[src/rtl/ahbl2avlmm_be_bridge_pkg.sv]
// Shared definitions for the AHB-Lite to Avalon-MM byte-enable bridge.
// Holds the AHB transfer/response codes, the Avalon response codes, the bridge
// state encoding and two small decode helpers. No ports.
package ahbl2avlmm_be_bridge_pkg;

    localparam logic [1:0] AHB_HTRANS_IDLE   = 2'b00;
    localparam logic [1:0] AHB_HTRANS_BUSY   = 2'b01;
    localparam logic [1:0] AHB_HTRANS_NONSEQ = 2'b10;
    localparam logic [1:0] AHB_HTRANS_SEQ    = 2'b11;

    localparam logic AHB_HRESP_OKAY  = 1'b0;
    localparam logic AHB_HRESP_ERROR = 1'b1;

    localparam logic [1:0] AVL_RESPONSE_OKAY        = 2'b00;
    localparam logic [1:0] AVL_RESPONSE_RESERVED    = 2'b01;
    localparam logic [1:0] AVL_RESPONSE_SLVERR      = 2'b10;
    localparam logic [1:0] AVL_RESPONSE_DECODEERROR = 2'b11;

    typedef enum logic [2:0] {
        ST_IDLE  = 3'd0,
        ST_WRITE = 3'd1,
        ST_READ  = 3'd2,
        ST_RDATA = 3'd3,
        ST_ERR1  = 3'd4,
        ST_ERR2  = 3'd5
    } bridge_state_e;

    // IDLE and BUSY carry no transfer.
    function automatic logic htrans_active(input logic [1:0] htrans);
        return (htrans == AHB_HTRANS_NONSEQ) || (htrans == AHB_HTRANS_SEQ);
    endfunction

    // SLVERR and DECODEERROR are turned into an AHB ERROR; the rest is data.
    function automatic logic avl_resp_ok(input logic [1:0] resp);
        return (resp == AVL_RESPONSE_OKAY) || (resp == AVL_RESPONSE_RESERVED);
    endfunction

endpackage

[src/rtl/ahbl2avlmm_be_decode.sv]
// Combinational byte-lane decode for one AHB transfer.
//   addr_lo   in  LO_W      haddr bits below the bus-word boundary
//   hsize     in  3         AHB size (bytes = 1 << hsize)
//   be_o      out BE_WIDTH  active byte lanes (0 when illegal)
//   illegal_o out 1         transfer wider than the bus or not size-aligned
module ahbl2avlmm_be_decode
    import ahbl2avlmm_be_bridge_pkg::*;
#(
    parameter int BE_WIDTH = 4,
    parameter int LO_W     = 2
) (
    input  logic [LO_W-1:0]     addr_lo,
    input  logic [2:0]          hsize,
    output logic [BE_WIDTH-1:0] be_o,
    output logic                illegal_o
);

    logic [31:0] nbytes;
    logic [31:0] lo;

    assign nbytes    = 32'd1 << hsize;
    assign lo        = 32'(addr_lo);
    assign illegal_o = (nbytes > 32'(BE_WIDTH)) || ((lo & (nbytes - 32'd1)) != 32'd0);

    // Lane i is active when it falls in [lo, lo + nbytes).
    always_comb begin
        be_o = '0;
        for (int i = 0; i < BE_WIDTH; i++) begin
            be_o[i] = !illegal_o && (32'(i) >= lo) && (32'(i) < lo + nbytes);
        end
    end

endmodule

[src/rtl/ahbl2avlmm_be_bridge.sv]
// Single-beat AHB-Lite slave to Avalon-MM master bridge with byte enables,
// two-cycle AHB ERROR response and a read-timeout watchdog.
//   clk, reset_n                      clock, async active-low reset
//   ahb_h{addr,write,size,trans,mastlock,wdata}  AHB-Lite slave inputs
//   ahb_hrdata, ahb_hready, ahb_hresp             AHB-Lite slave outputs
//   avl_{address,read,write,byteenable,burstcount,lock,writedata}  Avalon command
//   avl_{readdata,readdatavalid,waitrequest_n,response}            Avalon return
//
// state | meaning
// IDLE  | no data phase outstanding, ready for a new transfer
// WRITE | Avalon write issued, waiting for waitrequest_n
// READ  | Avalon read issued, waiting for waitrequest_n
// RDATA | read accepted, waiting for readdatavalid or timeout
// ERR1  | first ERROR cycle (hready low)
// ERR2  | second ERROR cycle (hready high, new transfer may be accepted)
module ahbl2avlmm_be_bridge
    import ahbl2avlmm_be_bridge_pkg::*;
#(
    parameter int ADDR_WIDTH       = 32,
    parameter int DATA_WIDTH       = 32,
    parameter int BURSTCOUNT_WIDTH = 12,
    parameter int RD_TIMEOUT       = 256
) (
    input  logic                          clk,
    input  logic                          reset_n,
    input  logic [ADDR_WIDTH-1:0]         ahb_haddr,
    input  logic                          ahb_hwrite,
    input  logic [2:0]                    ahb_hsize,
    input  logic [1:0]                    ahb_htrans,
    input  logic                          ahb_hmastlock,
    input  logic [DATA_WIDTH-1:0]         ahb_hwdata,
    output logic [DATA_WIDTH-1:0]         ahb_hrdata,
    output logic                          ahb_hready,
    output logic                          ahb_hresp,
    output logic [ADDR_WIDTH-1:0]         avl_address,
    output logic                          avl_read,
    output logic                          avl_write,
    output logic [DATA_WIDTH/8-1:0]       avl_byteenable,
    output logic [BURSTCOUNT_WIDTH-1:0]   avl_burstcount,
    output logic                          avl_lock,
    output logic [DATA_WIDTH-1:0]         avl_writedata,
    input  logic [DATA_WIDTH-1:0]         avl_readdata,
    input  logic                          avl_readdatavalid,
    input  logic                          avl_waitrequest_n,
    input  logic [1:0]                    avl_response
);

    localparam int BE_WIDTH = DATA_WIDTH / 8;
    localparam int LO_W     = $clog2(BE_WIDTH);
    localparam int CNT_W    = (RD_TIMEOUT > 1) ? $clog2(RD_TIMEOUT) : 1;

    bridge_state_e         state_q, state_d;
    logic [ADDR_WIDTH-1:0] addr_q, addr_d;
    logic [BE_WIDTH-1:0]   be_q, be_d, dec_be;
    logic                  lock_q, lock_d, dec_illegal;
    logic [CNT_W-1:0]      cnt_q, cnt_d;
    logic [DATA_WIDTH-1:0] rdata_q, rdata_d;
    logic                  done, timeout_hit;

    ahbl2avlmm_be_decode #(
        .BE_WIDTH (BE_WIDTH),
        .LO_W     (LO_W)
    ) u_decode (
        .addr_lo   (ahb_haddr[LO_W-1:0]),
        .hsize     (ahb_hsize),
        .be_o      (dec_be),
        .illegal_o (dec_illegal)
    );

    // Fires in the RD_TIMEOUT-th RDATA cycle; counter is cleared on entry.
    assign timeout_hit = (RD_TIMEOUT != 0) && (cnt_q == CNT_W'(RD_TIMEOUT - 1));

    always_comb begin
        state_d    = state_q;
        addr_d     = addr_q;
        be_d       = be_q;
        lock_d     = lock_q;
        cnt_d      = cnt_q;
        rdata_d    = rdata_q;
        ahb_hready = 1'b1;
        ahb_hresp  = AHB_HRESP_OKAY;
        ahb_hrdata = rdata_q;
        done       = 1'b0;

        case (state_q)
            ST_IDLE: done = 1'b1;
            ST_WRITE: begin
                ahb_hready = avl_waitrequest_n;
                done       = avl_waitrequest_n;
            end
            ST_READ: begin
                ahb_hready = 1'b0;
                if (avl_waitrequest_n) begin
                    state_d = ST_RDATA;
                    cnt_d   = '0;
                end
            end
            ST_RDATA: begin
                ahb_hready = 1'b0;
                cnt_d      = cnt_q + CNT_W'(1);
                // Data takes priority over a coincident timeout.
                if (avl_readdatavalid) begin
                    if (avl_resp_ok(avl_response)) begin
                        ahb_hready = 1'b1;
                        ahb_hrdata = avl_readdata;
                        rdata_d    = avl_readdata;
                        done       = 1'b1;
                    end else begin
                        state_d = ST_ERR1;
                    end
                end else if (timeout_hit) begin
                    state_d = ST_ERR1;
                end
            end
            ST_ERR1: begin
                ahb_hready = 1'b0;
                ahb_hresp  = AHB_HRESP_ERROR;
                state_d    = ST_ERR2;
            end
            ST_ERR2: begin
                ahb_hresp = AHB_HRESP_ERROR;
                done      = 1'b1;
            end
            default: state_d = ST_IDLE;
        endcase

        // Any cycle that completes a data phase can also take a new address.
        if (done) begin
            if (htrans_active(ahb_htrans)) begin
                addr_d = {ahb_haddr[ADDR_WIDTH-1:LO_W], {LO_W{1'b0}}};
                be_d   = dec_be;
                lock_d = ahb_hmastlock;
                if (dec_illegal) begin
                    state_d = ST_ERR1;
                end else if (ahb_hwrite) begin
                    state_d = ST_WRITE;
                end else begin
                    state_d = ST_READ;
                end
            end else begin
                state_d = ST_IDLE;
            end
        end
    end

    always_ff @(posedge clk or negedge reset_n) begin
        if (!reset_n) begin
            state_q <= ST_IDLE;
            addr_q  <= '0;
            be_q    <= '0;
            lock_q  <= 1'b0;
            cnt_q   <= '0;
            rdata_q <= '0;
        end else begin
            state_q <= state_d;
            addr_q  <= addr_d;
            be_q    <= be_d;
            lock_q  <= lock_d;
            cnt_q   <= cnt_d;
            rdata_q <= rdata_d;
        end
    end

    assign avl_address    = addr_q;
    assign avl_byteenable = be_q;
    assign avl_lock       = lock_q;
    assign avl_write      = (state_q == ST_WRITE);
    assign avl_read       = (state_q == ST_READ);
    assign avl_burstcount = BURSTCOUNT_WIDTH'(1);
    assign avl_writedata  = ahb_hwdata;

endmodule

[config.mk]
export PLATFORM = sky130hd
export DESIGN_NAME = ahbl2avlmm_be_bridge
export DESIGN_NICKNAME = d
export VERILOG_FILES = /design/src/rtl/ahbl2avlmm_be_bridge_pkg.sv /design/src/rtl/ahbl2avlmm_be_decode.sv /design/src/rtl/ahbl2avlmm_be_bridge.sv
export SDC_FILE = /design/constraint.sdc
export NUM_CORES = 1
export LEC_CHECK = 0
export ABC_AREA = 1
export CORE_UTILIZATION = 38
export CTS_CLUSTER_SIZE = 20
export DETAILED_ROUTE_END_ITERATION = 8
export PLACE_DENSITY_LB_ADDON = 0.15
export SLEW_MARGIN = 10
export SYNTH_ARGS = -nofsm -noshare
export SYNTH_HDL_FRONTEND = slang
export SYNTH_SLANG_ARGS = --single-unit
[constraint.sdc]
create_clock -name clk -period 1.7 [get_ports clk]
set_input_delay 0.17 -clock clk [delete_from_list [all_inputs] [get_ports clk]]
set_output_delay 0.17 -clock clk [all_outputs]
set_load 0.01 [all_outputs]
==> results.yml <==
die:
  start_util: 0.393
  die_x_um: 103
  placementRows: 36
  core_um2: 9820
  die-height_um: 103
  io_pins: 226
  die-area_um2: 10600
grt:
  grt_pass1_wl_um: 13900
  antenna_found_initial: 0
  grt_pass1_vias: 3159
  grt_util_all_layers: 0.172
  grt_max_degree: 31
  grt-ovfl-total: 0
clock_network:
  cts_tree: "done"
  clock_sinks: 78
  htree_levels: 3
  clk_pin_slew_ns: 0.08
  cts_buffers: 9
  clockBufferDepth: 2
  cts-root-buf: "clkbuf_8"
  clk_latency_ns: 0.34
setup_path:
  required_ns: 1.53
  worstSetupEndpointType: "output pin"
  arrival_ns: 1.68
  crit_fanout: 7
  worstSetupStartpointType: "register"
  crit_type: "register to output pin"
layout:
  fin_nets: 677
  fill_cells: 850
  drive_gt1_frac: 0.306
  area_growth_syn_to_layout_pct: 56.7
  instances_no_fill: 699
  num_antenna_cells: 0
power:
  vdd_drop_max_uv: 770
  p_clk_frac: 0.175
  cellLeakagePower_nw: 3.10
  p_sw_frac: 0.331
  p_comb_frac: 0.489
  power_density_nw_per_um2: 1440
  p_int_mw: 5.84
  p_sw_mw: 2.88
  power_mw: 8.72
  power_frac_seq: 0.335
timing:
  setup_viol: 68
  min_period_over_period: 1.09
  setup_slack_ns: -0.153
  rsz0062_at_grt: "yes"
  maxSlewViolCount: 0
  post-route-min-period_ns: 1.85
  skew_ns: 0.00674
  max_freq_mhz: 540
  hold_violations: 0
detailed_routing:
  route.vias.total: 3205
  viasPerCell: 4.59
  wire_per_inst_um: 14.1
  drcViolationCount: 0
  firstDrtPassIters: 4
  drt_iter0_drc: 74
  wl_um: 9850
  drtAntennaViolNets: 0
outcome:
  status: "complete, but fails checks"
  violations: "setup timing"
synthesis:
  yosysWarnings: 0
  synth.avg_cell_area_um2: 9.45
  synthDistinctLibCells: 27
  synthCells: 408
  yosys.area.top_type: "dfrtp_1"
  synthTopCellsByArea: "dfrtp_1, nand2_1, buf_4"
  ys_seq_area_frac: 0.506
  synth_area_um2: 3860
  ys_ff_latch: 78
  synth_top_area_share: 0.506
place:
  hpwl_um: 6660
  placedCellCount: 669
  io_buffers: 145
  gp_congestion: 0.786
job:
  drv_cap: 0
min_path:
  worstHoldPathType: "primary input to asynchronous set/reset pin"
==> kinds of logic after synthesis <==
logic type,synth area share
adder cells (fa/ha/maj),0.0214
AO/OA/AOI/OAI,0.0302
buffers and inverters,0.137
AND/OR/NAND/NOR,0.206
flip-flops,0.506
XOR/XNOR,0.00454
other,0.00195
multiplexers,0.0934
==> per-stage QoR <==
stage | hold slack, ns | TNS [ns] | setup WS [ns] | cell area [um^2] | util
after floorplan | -0.126 | 0 | 0.0932 | 3900 | -
after global placement | 0.0823 | -18.30 | -0.399 | 5330 | 0.543
after detailed placement | 0.0814 | -20.09 | -0.466 | 5330 | 0.543
after CTS | 0.249 | -6.16 | -0.265 | 5520 | 0.562
after global routing | 0.303 | -11.05 | -0.228 | 6040 | 0.615
final | 0.265 | -4.78 | -0.153 | 6040 | 0.615
==> critical path: stages (launching register included) <==
cell and delay (ns):
dfrtp_1 0.43, nor2_4 0.15, nand2_4 0.12, clkbuf_16 0.20
mux2_4 0.31, buf_6 0.12
==> metal layers <==
metal	part of all wire	global-route usage	vias up
met5	0	0	-
met3	0.084	0.0658	15
li1	-	-	1543
met4	0.016	0.0672	0
met2	0.49	0.287	129
met1	0.41	0.199	1518
==> final timing paths <==
kind                                     start                end  slack [ns]  cells past startpoint
worst max-delay path                state_q[2]     ahb_hrdata[15]       -0.15                      5
worst min-delay path                   reset_n     avl_address[7]        0.27                      2
worst max register to register      state_q[1]    avl_address[24]       -0.05                     13
worst min register to register  avl_address[8]     avl_address[8]        0.48                      2
max in group asynchronous              reset_n           avl_lock        0.92                      3
min in group clk                ahb_hwdata[10]  avl_writedata[10]        0.34                      0
==> layout make-up <==
cell class / instances / area [um^2] / share of cell area
inverter: 25 / 109 / 0.0180
tap: 133 / 166 / 0.0275
timing repair buffer: 188 / 1970 / 0.326
clock buffer: 12 / 155 / 0.0257
multi-input combinational: 260 / 1620 / 0.269
sequential: 78 / 1950 / 0.323
clock inverter: 3 / 67.6 / 0.0112
==> registers in the layout (all words and copies together), names as in the netlist <==
name / flops
avl_address: 30
rdata_q: 32
avl_byteenable: 4
cnt_q: 8
state_q: 3
avl_lock: 1
==> synth_stat cells <==
library cell  instances
a21oi_1               9
nand2_1             130
o21ai_0               8
a22o_1                1
nand2_2              15
xor2_1                2
fa_1                  1
nand4_1               4
nand2_4               1
nor2_2                1
nor2_1               17
ha_1                  5
dfrtp_1              78
inv_2                 2
conb_1                2
a32o_1                1
buf_2                 4
buf_4                49
mux2_2               32
nor2_4                1
nor3_1                2
buf_6                 4
inv_1                23
nand3_4               1
nand3_1              12
or2_2                 1
o22ai_1               2
==> repair_timing <==
action | in CTS | in global routing
pin swaps | 4 | 16
hold buffers | 1 | 0
endpoints found under the setup margin | 49 | 73
hold endpoints to repair | 18 | 0
cloned | 0 | 8
resized for setup | 93 | 151
buffers inserted | 1 | 6
==> layout by cell type, fill, tap and decap left out, types with 2 or more instances in the layout <==
cell type	n
nand2_1	113
clkdlybuf4s50_1	106
dfrtp_1	78
nand2_2	30
mux2_4	29
buf_6	28
buf_4	23
inv_1	21
nor2_1	14
conb_1	14
clkbuf_8	11
nand3_1	10
a21oi_1	9
clkbuf_2	9
clkbuf_16	7
o21ai_0	6
ha_1	5
buf_8	5
nand4_1	4
buf_12	4
mux2_2	3
nor2_2	3
buf_2	3
nor2_4	2
nand2_4	2
inv_2	2
o21ai_1	2
nand3_2	2
xor2_1	2
o22ai_1	2
bufinv_16	2
==> power groups by stage <==
stage	combinational, mW	clock [mW]	sequential, mW
2_1_floorplan	1.65	0	3.05
3_3_place_gp	3.54	0	2.90
3_5_place_dp	3.59	0	2.93
4_1_cts	3.44	1.58	2.89
5_1_grt	4.64	1.67	3.01
6_report	4.27	1.53	2.92
Power figures use the tool's default switching activity.
